$ cat config.mk
export PLATFORM = sky130hd
export DESIGN_NAME = vga_tile_prefetch
export DESIGN_NICKNAME = d
export VERILOG_FILES = /design/src/rtl/vga_pkg.sv /design/src/rtl/vga_line_buf.sv /design/src/rtl/vga_tile_prefetch.sv
export SDC_FILE = /design/constraint.sdc
export NUM_CORES = 1
export LEC_CHECK = 0
export ABC_CLOCK_PERIOD_IN_PS = 4100
export BUFFER_PORTS_ARGS = -buffer_cell sky130_fd_sc_hd__buf_2
export CAP_MARGIN = 20
export CORE_MARGIN = 2
export CORE_UTILIZATION = 55
export CTS_CLUSTER_SIZE = 25
export DETAILED_ROUTE_END_ITERATION = 8
export GPL_TIMING_DRIVEN = 0
export PLACE_DENSITY = 0.8
export SYNTH_ARGS = -nofsm -noshare
export SYNTH_HDL_FRONTEND = slang
export SYNTH_SLANG_ARGS = --single-unit
export TNS_END_PERCENT = 5
$ cat constraint.sdc
create_clock -name clk -period 4.1 [get_ports clk]
set_input_delay 0 -clock clk [delete_from_list [all_inputs] [get_ports clk]]
set_output_delay 0 -clock clk [all_outputs]
set_load 0.005 [all_outputs]
$ cat src/rtl/vga_pkg.sv
// vga_pkg: shared geometry constants and FSM state type for the VGA tile prefetcher
package vga_pkg;
   localparam int SUPER_COLS = 20;
   localparam int SUPER_ROWS = 15;
   localparam int PIC_W      = 9;
   localparam int ADDR_W     = 16;
   typedef enum logic [1:0] {IDLE, ISSUE, DRAIN, DONE} state_t;
endpackage

$ cat src/rtl/vga_line_buf.sv
// vga_line_buf: double-banked superpixel line store with a back-bank write port and a registered front-bank read port
//   clk_i, rst_ni                            : clock, sync active-low reset (clears the read register only)
//   wr_en_i, wr_bank_i, wr_col_i, wr_data_i  : back-bank write
//   rd_bank_i, rd_x_i, rd_data_o             : front-bank read, one-cycle latency, 0 when rd_x_i >= COLS
module vga_line_buf
   import vga_pkg::*;
#(
   parameter int COLS = SUPER_COLS
) (
   input  logic             clk_i,
   input  logic             rst_ni,
   input  logic             wr_en_i,
   input  logic             wr_bank_i,
   input  logic [4:0]       wr_col_i,
   input  logic [PIC_W-1:0] wr_data_i,
   input  logic             rd_bank_i,
   input  logic [4:0]       rd_x_i,
   output logic [PIC_W-1:0] rd_data_o
);
   localparam logic [4:0] LAST = 5'(COLS - 1);
   logic [PIC_W-1:0] bank_q [2][COLS];
   logic [PIC_W-1:0] rd_q, rd_d;
   assign rd_d      = rd_x_i <= LAST ? bank_q[rd_bank_i][rd_x_i] : '0;
   assign rd_data_o = rd_q;
   always_ff @(posedge clk_i) begin
      if (wr_en_i) bank_q[wr_bank_i][wr_col_i] <= wr_data_i;
   end
   always_ff @(posedge clk_i) begin
      if (!rst_ni) rd_q <= '0;
      else rd_q <= rd_d;
   end
endmodule

$ cat src/rtl/vga_tile_prefetch.sv
// vga_tile_prefetch: fetches one superpixel row of picture numbers from main memory into a double-buffered line store
//   clk, rst                                     : 50 MHz clock, sync active-low reset
//   start_addr, row_len, fetch_row, fetch_go     : fill request, sampled when accepted in IDLE
//   swap                                         : exchange front/back buffers, deferred to DONE while busy
//   rd_x, pic_num                                : front-buffer column read, registered, 0 for rd_x >= COLS
//   mem_addr, mem_en, mem_data                   : memory read port, data arrives RD_LAT cycles after each strobe
//   busy, done, underrun                         : status; underrun is a sticky swap-while-busy flag only when
//                                                  VGA_PREFETCH_UNDERRUN_EN is defined, otherwise constant 0
module vga_tile_prefetch
   import vga_pkg::*;
#(
   parameter int COLS   = SUPER_COLS,
   parameter int RD_LAT = 1
) (
   input  logic              clk,
   input  logic              rst,
   input  logic [ADDR_W-1:0] start_addr,
   input  logic [ADDR_W-1:0] row_len,
   input  logic [3:0]        fetch_row,
   input  logic              fetch_go,
   input  logic              swap,
   input  logic [4:0]        rd_x,
   output logic [ADDR_W-1:0] mem_addr,
   output logic              mem_en,
   input  logic [ADDR_W-1:0] mem_data,
   output logic [PIC_W-1:0]  pic_num,
   output logic              busy,
   output logic              done,
   output logic              underrun
);
   localparam logic [4:0] LAST = 5'(COLS - 1);
   state_t            state_q, state_d;
   logic [4:0]        col_q, col_d;
   logic [ADDR_W-1:0] base_q, base_d;
   logic              fsel_q, fsel_d, pend_q, pend_d;
   logic [RD_LAT-1:0] vld_q;
   logic [4:0]        pcol_q [RD_LAT];
   logic              issue, wr_en, toggle, unused_hi;
   logic [4:0]        wr_col;
   assign issue     = state_q == ISSUE;
   assign busy      = issue || state_q == DRAIN;
   assign done      = state_q == DONE;
   assign mem_en    = issue;
   assign mem_addr  = issue ? base_q + ADDR_W'(col_q) : '0;
   assign wr_en     = vld_q[RD_LAT-1];
   assign wr_col    = pcol_q[RD_LAT-1];
   assign unused_hi = ^mem_data[ADDR_W-1:PIC_W];
   // a swap during a fill is held until DONE so the front never shows a partial row; pending and new swap merge
   assign toggle    = (state_q == IDLE && swap) || (done && (swap || pend_q));
   always_comb begin
      state_d = state_q;
      unique case (state_q)
         IDLE:    state_d = fetch_go ? ISSUE : IDLE;
         ISSUE:   state_d = col_q == LAST ? DRAIN : ISSUE;
         DRAIN:   state_d = wr_en && wr_col == LAST ? DONE : DRAIN;
         default: state_d = IDLE;
      endcase
      col_d  = issue && col_q != LAST ? col_q + 5'd1 : '0;
      base_d = state_q == IDLE && fetch_go ? start_addr + {12'd0, fetch_row} * row_len : base_q;
      fsel_d = fsel_q ^ toggle;
      pend_d = !done && (pend_q || (busy && swap));
   end
   always_ff @(posedge clk) begin
      if (!rst) begin
         state_q <= IDLE;
         col_q   <= '0;
         base_q  <= '0;
         fsel_q  <= 1'b0;
         pend_q  <= 1'b0;
         vld_q   <= '0;
      end else begin
         state_q  <= state_d;
         col_q    <= col_d;
         base_q   <= base_d;
         fsel_q   <= fsel_d;
         pend_q   <= pend_d;
         vld_q[0] <= issue;
         for (int i = 1; i < RD_LAT; i++) vld_q[i] <= vld_q[i-1];
      end
   end
   // column index travels alongside each outstanding read until its data returns
   always_ff @(posedge clk) begin
      pcol_q[0] <= col_q;
      for (int i = 1; i < RD_LAT; i++) pcol_q[i] <= pcol_q[i-1];
   end
`ifdef VGA_PREFETCH_UNDERRUN_EN
   logic under_q;
   always_ff @(posedge clk) begin
      if (!rst) under_q <= 1'b0;
      else if (busy && swap) under_q <= 1'b1;
   end
   assign underrun = under_q;
`else
   assign underrun = 1'b0;
`endif
   vga_line_buf #(.COLS(COLS)) u_buf (
      .clk_i     (clk),
      .rst_ni    (rst),
      .wr_en_i   (wr_en),
      .wr_bank_i (~fsel_q),
      .wr_col_i  (wr_col),
      .wr_data_i (mem_data[PIC_W-1:0]),
      .rd_bank_i (fsel_q),
      .rd_x_i    (rd_x),
      .rd_data_o (pic_num)
   );
endmodule
Word-level counts from Yosys, hierarchy flattened
Memories as Yosys holds them, arrays and structs flattened. A register that Yosys moved wholly into a read port is not among the register bits.
Index checks and enable logic that the tools add are counted.
Widths: inputs -> output; s select.
{"block": "totals", "reg_bits": 35, "input_bits": 61, "ramBits": 365, "out_inout_bits": 29, "wordCells": 56, "memories": 2}
{"memory": "u_buf.bank_q", "words": 2, "width": 180, "read_ports": 1, "rd_clocked_by_memory_dff": 1, "write_ports": 1, "line_no": "vga_line_buf.sv:21", "rtl": "logic [PIC_W-1:0] bank_q [2][COLS];"}
{"memory": "pcol_q", "words": 1, "width": 5, "read_ports": 1, "rd_clocked_by_memory_dff": 0, "write_ports": 1, "line_no": "vga_tile_prefetch.sv:37", "rtl": "logic [4:0] pcol_q [RD_LAT];"}
{"block": "classes", "n_addsub": 3, "n_reduce_logical": 16, "n_lt_le_gt_ge": 4, "n_eq_ne": 6, "bitwise_logic": 4, "multipliers": 1, "muxes": 13}
{"cell": "$mux 180", "count": 1}
{"cell": "$bmux 9 s5", "count": 1}
{"cell": "$demux 9 s5", "count": 1}
{"cell": "$mux 9", "count": 3}
{"cell": "$add 16x16->16", "count": 1}
{"cell": "$add 16x5->16", "count": 1}
{"cell": "$mul 4x16->16", "count": 1}
{"cell": "$mux 16", "count": 1}
{"cell": "$ge 6x6->1 const B", "count": 2}
{"cell": "$not 5->6", "count": 2}
{"cell": "$eq 5x5->1 const B", "count": 2}
{"cell": "$logic_and 1x1->1", "count": 8}
{"cell": "$lt 6x1->1 const B", "count": 1}
{"cell": "$pmux 2 s3", "count": 1}
{"cell": "$add 5x1->5 const B", "count": 1}
{"cell": "$le 5x5->1 const B", "count": 1}
{"cell": "$ne 5x5->1 const B", "count": 1}
{"cell": "$eq 2x2->1 const B", "count": 2}
{"cell": "$logic_or 1x1->1", "count": 4}
{"cell": "$mux 1", "count": 4}
{"cell": "$reduce_and 2->1", "count": 2}
{"cell": "$eq 2x1->1 const B", "count": 1}
{"cell": "$logic_not 2->1", "count": 1}
{"cell": "$mux 2", "count": 1}
{"cell": "3 further kinds", "count": 3}

Longest topological paths before layout
Gate-level depths: netlist of the first run.
An unclocked memory read counts as a cell.
{"block": "logic_depth", "depth_word": 7, "ltp_mapped": 15, "mapped_depth_nobuf": 13}

Cells and area by module
Synthesis of the first run repeated with hierarchy kept, for this count alone.
{"block": "unflattened", "hier_cells": 1097, "area_unflattened_um2": 17895.9}
{"mod": "vga_line_buf", "instances": 1, "cells_per_inst": 641, "area_per_inst_um2": 14202.4, "seq_area_each_um2": 10990.5}
{"mod": "vga_tile_prefetch", "instances": 1, "cells_per_inst": 456, "area_per_inst_um2": 3693.5, "seq_area_each_um2": 620.6}

Worst setup path after synthesis of the first run
No wires, ideal clock.
{"block": "synth_path", "path_kind": "input to register", "from": "input port fetch_row[2]", "to": "register base_q[15]", "t_required_ns": 4.038, "arrival_time_ns": 3.376, "path_buffers": 1, "setup_ns": 0.062, "path_slack_ns": 0.662, "path_stages": 13, "path_cell_list": "clkbuf_1 and2_1 fa_1 fa_1 inv_1 fa_1 inv_1 ha_1 a2111oi_0 o21ai_1 and4_1 or4_1 nand3_1"}
{"block": "synth_between", "elab_chain_len": 2}
{"element": "start, declared", "line_no": "vga_tile_prefetch.sv:19", "rtl": "input logic [3:0] fetch_row,"}
{"element": "$mul 4x16->16", "line_no": "vga_tile_prefetch.sv:59", "rtl": "base_d = state_q == IDLE && fetch_go ? start_addr + {12'd0, fetch_row} * row_len : base_q;"}
{"element": "$add 16x16->16", "line_no": "vga_tile_prefetch.sv:59"}
{"element": "end signal, assigned", "line_no": "vga_tile_prefetch.sv:74", "rtl": "base_q <= base_d;"}
{"element": "end, declared", "line_no": "vga_tile_prefetch.sv:34", "rtl": "logic [ADDR_W-1:0] base_q, base_d;"}
No other way between the ends.
A chain may end at the register's enable or synchronous reset.

Worst setup path in the final report of the first run
{"block": "layout_path", "from": "input port fetch_row[1]", "to": "register base_q[15]"}
The elaborated chain is that of the path after synthesis.

==> results of run 1 <==
==> final timing paths <==
check,slack [ns],cells after the start,from,to
max reg2reg,1.59,4,fsel_q,u_buf.bank_q[0][18]
min reg2reg,0.42,0,col_q[0],pcol_q[0][0]
max,0.47,14,fetch_row[1],base_q[15]
min,0.06,4,rd_x[3],u_buf.rd_data_o[7]
==> power by group <==
group | internal [uW] | leakage, uW | switching [uW]
sequential | 4510 | 0.00357 | 63.2
combinational | 551 | 0.00284 | 770
clock | 2050 | 0.000600 | 1450
total | 7110 | 0.00701 | 2280
==> per-stage QoR <==
step                      setup TNS (ns)  area [um^2]
after global routing                   0        20200
after CTS                              0        20200
after floorplan                        0        17900
final                                  0        20200
after detailed placement         -0.0602        18900
after global placement                 0        18900
==> sequential cells by signal (all words and copies together), names as in the netlist, named ones only <==
signal,flops
base_q,16
col_q,5
fsel_q,1
pcol_q,5
pend_q,1
state_q,2
u_buf.bank_q,360
u_buf.rd_data_o,9
vld_q,1
==> layout make-up <==
class | count | area, um^2
multi-input combinational | 591 | 5790
clock buffer | 51 | 1080
tap | 442 | 553
sequential | 401 | 11600
fill | 2271 | 12100
timing repair buffer | 85 | 448
inverter | 63 | 236
buffer | 45 | 259
clock inverter | 18 | 163
==> critical path, stage by stage <==
cell and delay (ns):
buf_2 0.16, clkbuf_1 0.37, and2_1 0.22, fa_1 0.42, fa_1 0.49, inv_1 0.05, fa_1 0.48, inv_1 0.04
ha_1 0.34, a2111oi_0 0.46, o21ai_1 0.23, and4_1 0.24, or4_1 0.48, nand3_1 0.11
==> kinds of logic (layout without fill, tap and decap cells) <==
kind of cell / after synthesis / count (layout) / share of synthesized area, %
DFF: 401 / 401 / 64.9
and+or+nand+nor: 243 / 243 / 6.84
AOI/OAI and AO/OA: 149 / 149 / 5.89
muxes: 114 / 114 / 12.3
buffers and inverters: 108 / 262 / 2.77
adders and majority gates: 68 / 68 / 6.38
xor gates and xnor gates: 16 / 16 / 0.859
other: 1 / 1 / 0.0209
==> layout by cell type, fill, tap and decap left out, drive strengths merged, types with 29 or more instances in the layout <==
master / synthesis / layout
and2: 53 / 53
buf: 21 / 102
clkbuf: 24 / 75
dfxtp: 41 / 41
edfxtp: 360 / 360
fa: 39 / 39
ha: 29 / 29
inv: 63 / 63
mux4: 85 / 85
nand2: 51 / 51
nor2: 65 / 65
==> what timing repair did <==
| item | CTS | global route |
|---|---|---|
| endpoints found under the hold margin | 14 | 0 |
| hold buffers | 4 | 0 |
| endpoints found under the setup margin | 0 | 0 |
==> layer usage <==
layer	vias up	track usage [%]	share of wire [%]
met1	5303	35.0	39
li1	4490	-	-
met5	-	0	0
met2	598	39.3	48
met3	88	5.33	10
met4	0	7.49	2.9
==> metrics.csv, run 1 <==
metric,value,unit
final hold slack,0.0596,ns
hpwl dp,26700,um
final hold viol count,0,
CP required,4.55,ns
syn nets,1229,
Port Buffers,80,
router iterations before antenna repair,7,
Area Growth Syn to Fin,12.5,%
Pwr Density,466,mW/mm^2
"antenna viol nets, final",0,
clock buffer depth,3,
maximum VDD drop,368,uV
status,finished clean,
vias in the first global route,10200,
worst hold path type,input pin to flip-flop,
vias,10500,
Die ar.,0.0340,mm^2
Pleak,0.00701,uW
first-pass GRT wire length,61600,um
Syn. warnings,0,
Inst Count DP,1623,
Clock Skew,0.0107,ns
final period utilization,88.6,%
Final Power,9390,uW
Final #Nets,1355,
clk_lat worst skew,0.52,ns
unique cell type count in the Yosys netlist,64,
Mapped Cells,1100,
top-count cell post-synth,edfxtp_1,
syn_area_per_cell,16.3,um^2
# rows,66,
Worst setup EP type,flip-flop,
worst setup margin,0.466,ns
initial antenna violation count,0,
clock tree root driver cell,clkbuf_16,
Placer Congestion,0.946,
unrepaired setup endpoints after global routing,false,
DIE WIDTH,184,um
Seq cells post-synth,401,
global route total overflow,0,
Top Ports,90,
final WL,41000,um
asr flop ratio synth,0,%
minimum clock period,3.63,ns
"Clk pin slew, worst setup/hold paths",0.06,ns
crit path max fanout,10,
# diodes,0,
via-per-instance ratio,6.18,
top cell type's share of synthesized area,60.3,%
clk sink count,401,
GRT Util Overall,24.8,%
list of most frequent post-synthesis cells,"edfxtp_1, mux4_2, nor2_1",
WS Path Type,input pin to flip-flop,
prevailing post-synth register cell,edfxtp_1,
CTS Buf Count,39,
"worst slack, placed",-0.0602,ns
sequential area share after synthesis,64.9,%
cell taking the most area after synthesis,edfxtp_1,
Die H,184,um
FMAX,275,MHz
CP arrival,4.09,ns
Layout Utilization,62.4,%
# DRC,0,
wire per inst,24.2,um
Post-synth EDFFs,360,
Setup Buffers After CTS,0,
Max-cap violations,0,
max-slew violation count,0,
final setup vio count,0,
critical path startpoint category,input pin,
CTS tree,built,
fraction of layout cells with a size suffix above 1,19.9,%
CTS H-tree lvls,2,
pin slew with the least headroom to its limit,1.12,ns
Slew HR,25.3,%
final std cells w/o fill,1696,
CTS resizes,0,
Mapped Area,0.0179,mm^2
Initial Util,55.5,%
Synth area leaders,"edfxtp_1, mux4_2, dfxtp_1",
Core Area,0.0323,mm^2
DRT iter0 DRCs,1142,
largest net degree at the start of global routing,41,
(Power assumes the default switching activity.)
==> run 2: changes to the inputs <==
==> constraint.sdc (replaced) <==
create_clock -name clk -period 4.1 [get_ports clk]
set_input_delay 0.82 -clock clk [delete_from_list [all_inputs] [get_ports clk]]
set_output_delay 0.82 -clock clk [all_outputs]
set_load 0.005 [all_outputs]
==> run 2 against run 1 <==
Against the previous run: power up 1.7%; clock skew up 0.018 ns; design area up 0.32%; sequential share of layout area down 0.19 points; cell count unchanged; core utilization up 0.20 points; clock power up 3%; critical path depth unchanged; non-clock buffer count down 5; routed wire length up 1.8%; critical path type unchanged; critical endpoint unchanged.
==> metrics.csv, run 2 (same netlist as run 1, synthesis figures left out) <==
metric,value,unit,change
critical path startpoint category,input pin,,
sequential share of power,47.9,%,-0.8 points
CP dominant cell by count,fa_1,,
Initial Util,55.5,%,unchanged
CTS H-tree lvls,2,,unchanged
FMAX,253,MHz,-8.1%
CP max-delay cell,fa_1,,
Placer Congestion,0.998,,+5.5%
first-pass GRT wire length,62700,um,+1.7%
CP required,4.58,ns,+0.03 ns
Pwr Density,472,mW/mm^2,+1.3%
clock tree root driver cell,clkbuf_16,,
Critical Path Max Stage Delay,0.49,ns,about the same
vias,10400,,-0.50%
Worst setup EP type,flip-flop,,
CTS resizes,0,,unchanged
worst hold path type,flip-flop to flip-flop,,
GRT Util Overall,25.3,%,+0.53 points
Final #Nets,1351,,-0.30%
fraction of layout cells with a size suffix above 1,21.1,%,+1.2 points
"worst slack, placed",-0.530,ns,-0.469 ns
status,finished clean,,
Post-CTS Hold Buffers,0,,-4
Port Buffers,80,,unchanged
Clock Skew,0.0292,ns,+0.0185 ns
Area Growth Syn to Fin,12.9,%,
Setup Buffers After CTS,0,,unchanged
final setup vio count,0,,unchanged
hpwl dp,27300,um,+2.0%
cell area after layout,0.0202,mm^2,+0.32%
Core Area,0.0323,mm^2,unchanged
DRT iter0 DRCs,1190,,+4.2%
Top Ports,90,,unchanged
Pleak,0.00705,uW,+0.52%
Final Power,9550,uW,+1.7%
Int Power,7190,uW,+1.1%
CP arrival,4.43,ns,+0.34 ns
DIE WIDTH,184,um,unchanged
max reg flops,360,,unchanged
initial antenna violation count,0,,unchanged
unrepaired setup endpoints after global routing,false,,
"Clk pin slew, worst setup/hold paths",0.06,ns,about the same
clk_lat worst skew,0.55,ns,+0.03 ns
minimum clock period,3.95,ns,+0.319 ns
Biggest register,u_buf.bank_q,,
vias in the first global route,10400,,+2.1%
final hold viol count,0,,unchanged
WS Path Type,input pin to flip-flop,,
"antenna viol nets, final",0,,unchanged
CTS Buf Count,40,,+2.6%
Die H,184,um,unchanged
"commonest non-fill, non-tap cell in the layout",edfxtp_1,,
Die ar.,0.0340,mm^2,unchanged
critical-path cell list,buf_2 > clkbuf_2 > and2_1 > fa_1 > fa_1 > inv_1 > fa_1 > inv_1 > ha_4 > a2111oi_2 > o21ai_1 > and4_1 > or4_1 > nand3_1,,
CTS tree,built,,
Gate power share,14.3,%,+0.2 points
# DRC,0,,unchanged
Max-cap violations,0,,unchanged
clock buffer depth,3,,unchanged
sw power,2360,uW,+3.4%
# rows,66,,unchanged
wire per inst,24.6,um,+1.8%
largest net degree at the start of global routing,41,,unchanged
maximum VDD drop,301,uV,-18%
worst setup margin,0.147,ns,-0.319 ns
Clock power frac,37.9,%,+0.6 points
most frequent cells in the layout,"edfxtp_1, buf_2, mux4_2, nor2_1, inv_1",,
clk sink count,401,,unchanged
Net Sw Frac,24.7,%,+0.41 points
crit path max fanout,10,,unchanged
global route total overflow,0,,unchanged
pin slew with the least headroom to its limit,1.13,ns,+0.00759 ns
router iterations before antenna repair,5,,-2
final period utilization,96.4,%,+7.8 points
final WL,41800,um,+1.8%
Post-DP Area,0.0189,mm^2,+0.22%
via-per-instance ratio,6.15,,-0.50%
max-slew violation count,0,,unchanged
Slew HR,24.8,%,-0.51 points
-- run 2: routing by layer --
metal	up-vias	wire [um]	track usage, %
li1	4481	-	-
met1	5245	16000	33.6
met2	591	20100	41.0
met3	110	4140	6.26
met4	0	1490	9.18
met5	-	0	0
-- run 2: through the flow --
step | std cells | TNS (ns) | hold WS [ns] | utilization [%]
final | 1696 | 0 | 0.424 | 62.6
after global routing | 1695 | 0 | 0.440 | 62.6
after CTS | 1696 | 0 | 0.425 | 62.6
after detailed placement | 1623 | -2.94 | 0.416 | 58.6
after global placement | 1622 | -2.21 | 0.415 | 58.6
after floorplan | 1100 | 0 | 0.384 | -
-- run 2: power by group through the flow --
stage / Combinational, uW / Clock, uW / Sequential [uW]
global placement: 1310 / 0 / 4650
floorplan: 950 / 0 / 4630
detailed placement: 1340 / 0 / 4650
CTS: 1350 / 3640 / 4570
finish: 1360 / 3610 / 4570
global route: 1500 / 3790 / 4570
-- run 2: final cells by class --
cell class / instances / area, um^2
Timing Repair Buffer: 81 / 408
Buffer: 44 / 260
Clock buffer: 58 / 1160
Sequential cell: 401 / 11600
Clock inverter: 15 / 143
Fill cell: 2236 / 12100
Antenna cell: 1 / 2.50
Multi-Input combinational cell: 591 / 5830
Inverter: 63 / 236
Tap cell: 442 / 553
-- run 2: final timing paths --
check	start	end	slack, ns	cells past startpoint
worst max-delay path	fetch_row[2]	base_q[15]	0.15	14
worst min register to register	col_q[3]	pcol_q[0][3]	0.42	0
worst max register to register	flip-flop	u_buf.rd_data_o[2]	1.63	7
worst min-delay path	col_q[3]	pcol_q[0][3]	0.42	0
-- run 2: worst max-delay path: cells and delay by family --
kind                     cells  cell delay [ns]
AND/OR/NAND/NOR              4             0.95
AO/OA/AOI/OAI                2             0.53
buffers and inverters        4             0.45
adder cells (fa/ha/maj)      4             1.67
==> run 3: changes to the inputs <==
Settings changed: ABC_AREA set to 1.
==> run 3 against run 2 <==
Against the previous run: sequential share of layout area decreased by 3.1 points; largest cell class unchanged; combinational power increased by 12%; design area increased by 5.6%; worst setup slack improved by 0.18 ns; cell count increased by 46%; sequential power about the same; area after synthesis increased by 5.6%; power increased by 1.6%; fmax increased by 4.9%; die area increased by 5.5%.
==> metrics.csv, run 3 <==
metric,value,unit,change
unrepaired setup endpoints after global routing,false,,
Core Area,0.0337,mm^2,+4.4%
largest net degree at the start of global routing,41,,unchanged
"delay-heaviest family, CP",adder cells,,
hpwl dp,33900,um,+24%
Pwr Density,454,mW/mm^2,-3.8%
FMAX,265,MHz,+4.9%
max reg flops,360,,unchanged
busiest grt layer,met2,,
prevailing post-synth register cell,edfxtp_1,,
DIE WIDTH,189,um,+2.7%
first-pass GRT wire length,76400,um,+22%
mux cell area share after synthesis,0,%,-12 points
wire per inst,20.1,um,-18%
worst hold path type,flip-flop to flip-flop,,
Top Ports,90,,unchanged
critical path startpoint category,input pin,,
DRT iter0 DRCs,1961,,+65%
CP required,4.55,ns,-0.03 ns
Syn. warnings,0,,unchanged
syn nets,1988,,+62%
crit path max fanout,15,,+5
Setup Buffers After CTS,0,,unchanged
top-count cell post-synth,nand2_1,,
grt met3 use,4.82,%,-1.4 points
clock buffer depth,3,,unchanged
Synth Area in Compound Gates,4.77,%,-1.1 points
vias in the first global route,14000,,+34%
cell area after layout,0.0214,mm^2,+5.6%
GR Util met1,36.5,%,+2.8 points
clk sink count,401,,unchanged
final period utilization,91.9,%,-4.5 points
minimum clock period,3.77,ns,-0.184 ns
xor/xnor share of the synthesized area,0.648,%,-0.21 points
CTS tree,built,,
Post-DP Area,0.0200,mm^2,+5.9%
vias,14400,,+38%
Synth area leaders,"edfxtp_1, nand2_1, nand3_1",,
Max-cap violations,0,,unchanged
CP max-delay cell,fa_1,,
syn_area_per_cell,10.2,um^2,-38%
Die ar.,0.0359,mm^2,+5.5%
CP arrival,4.21,ns,-0.22 ns
via-per-instance ratio,5.84,,-5.0%
Pleak,0.00876,uW,+24%
Port Buffers,78,,-2.5%
GRT Util Overall,28.0,%,+2.7 points
list of most frequent post-synthesis cells,"nand2_1, edfxtp_1, nand3_1",,
Sequential Area,0.0116,mm^2,unchanged
Post-CTS Hold Buffers,0,,unchanged
clk_lat worst skew,0.55,ns,about the same
asr flop ratio synth,0,%,unchanged
Crit path buffers/inverters,2,,-2
Placer Congestion,0.945,,-5.3%
CTS resizes,0,,unchanged
"commonest non-fill, non-tap cell in the layout",nand2_1,,
fraction of layout cells with a size suffix above 1,11.1,%,-10 points
clock tree root driver cell,clkbuf_16,,
global route total overflow,0,,unchanged
fill count,2666,,+19%
cell taking the most area after synthesis,edfxtp_1,,
top cell type's share of synthesized area,57.1,%,-3.2 points
CTS Buf Count,40,,unchanged
final hold viol count,0,,unchanged
Final Power,9700,uW,+1.6%
CP dominant cell by count,fa_1,,
"antenna viol nets, final",0,,unchanged
initial antenna violation count,1,,+1
Final #Nets,2120,,+57%
CTS H-tree lvls,2,,unchanged
# DRC,0,,unchanged
most frequent cells in the layout,"nand2_1, edfxtp_1, nand3_1, inv_1, buf_2",,
final setup vio count,0,,unchanged
Biggest register,u_buf.bank_q,,
Mapped Cells,1859,,+69%
Slew HR,22.6,%,-2.2 points
area of the multi-input gates,0.00613,mm^2,+5.1%
max-slew violation count,0,,unchanged
Post-synth EDFFs,360,,unchanged
final WL,49700,um,+19%
Die H,189,um,+2.7%
Critical Path Max Stage Delay,0.56,ns,+0.07 ns
Area Growth Syn to Fin,12.9,%,about the same
"Clk pin slew, worst setup/hold paths",0.07,ns,about the same
Mapped Area,0.0189,mm^2,+5.6%
GR Util met2,46.6,%,+5.6 points
sequential area share after synthesis,61.5,%,-3.5 points
unique cell type count in the Yosys netlist,35,,-45%
status,finished clean,,
router iterations before antenna repair,6,,+1
Initial Util,56.1,%,+0.66 points
Worst setup EP type,flip-flop,,
Seq cells post-synth,401,,unchanged
Synth Area in Simple Gates,20.6,%,+14 points
largest family of logic cells by synthesized area,simple AND/OR/NAND/NOR gates,,
pin slew with the least headroom to its limit,1.16,ns,+0.0267 ns
WS Path Type,input pin to flip-flop,,
maximum VDD drop,268,uV,-11%
# diodes,0,,-1
critical-path cell list,buf_2 > nand2_1 > fa_1 > fa_1 > fa_1 > inv_1 > ha_1 > a21oi_1 > nand2_1 > a21boi_0 > or2_2 > a21oi_1 > nor2_1 > nor2_1,,
# rows,67,,+1.5%
Clock Skew,0.0231,ns,-0.00612 ns
Synth Area in Adders,6.04,%,-0.34 points
## run 3: cell count changes after synthesis, moves of 14 or more
cell     change
nor2_1      +39
inv_1      +126
a22oi_1     -14
and2_1      -53
nor3_1      +31
a21oi_1     +29
o21ai_0     +49
nand2_1    +472
buf_2       +22
nand3_1    +238
mux4_2      -85
mux2i_1     -28
## run 3: path summary, 6_finish.rpt
check	startpoint	end	slack (ns)	depth (start not counted)
worst max-delay path	fetch_row[1]	base_q[14]	0.33	14
worst min-delay path	col_q[4]	pcol_q[0][4]	0.41	0
worst max register to register	pcol_q[0][2]	u_buf.bank_q[0][36]	1.47	4
worst min register to register	col_q[4]	pcol_q[0][4]	0.41	0
## run 3: worst reg2reg max path, cell delays in order, from the launching register on
cell,delay [ns]
dfxtp_1,0.45
inv_1,0.09
nor3_1,0.48
inv_1,0.29
nor3_2,0.92
## run 3: cell families after synthesis
kind of cell	after synthesis
flip-flops	401
XOR/XNOR	14
adder cells (fa/ha/maj)	68
buffers and inverters	281
other	1
AO/OA/AOI/OAI	163
AND/OR/NAND/NOR	931
## run 3: layout make-up
type                       count  area share, %
multi-input combinational   1177           28.7
clock buffer                  60           5.87
inverter                     194           3.42
clock inverter                12          0.357
timing repair buffer          93           2.33
buffer                        84           2.25
sequential                   401           54.4
tap                          448           2.62
## run 3: power by group
part           switching (uW)  internal (uW)  leakage (uW)  total (uW)
Combinational            1020            508       0.00454        1530
Sequential               44.3           4490       0.00357        4540
Clock                    1510           2120      0.000643        3630
## run 3: metrics by stage
| step | setup WS (ns) | hold slack, ns | utilization, % | setup TNS (ns) | instances |
|---|---|---|---|---|---|
| floorplan | 0.136 | 0.375 | - | 0 | 1859 |
| global placement | -0.466 | 0.389 | 59.0 | -3.64 | 2385 |
| detailed placement | -0.545 | 0.400 | 59.4 | -4.34 | 2398 |
| CTS | 0.0273 | 0.416 | 63.4 | 0 | 2470 |
| global route | 0.0306 | 0.424 | 63.4 | 0 | 2469 |
| finish | 0.331 | 0.411 | 63.4 | 0 | 2469 |
## run 3: metal layers
layer	vias up	routed length, um	share of wire (%)
li1	6518	-	-
met1	6800	18500	37
met3	153	5550	11
met5	-	0	0
met4	0	2190	4.4
met2	946	23400	47
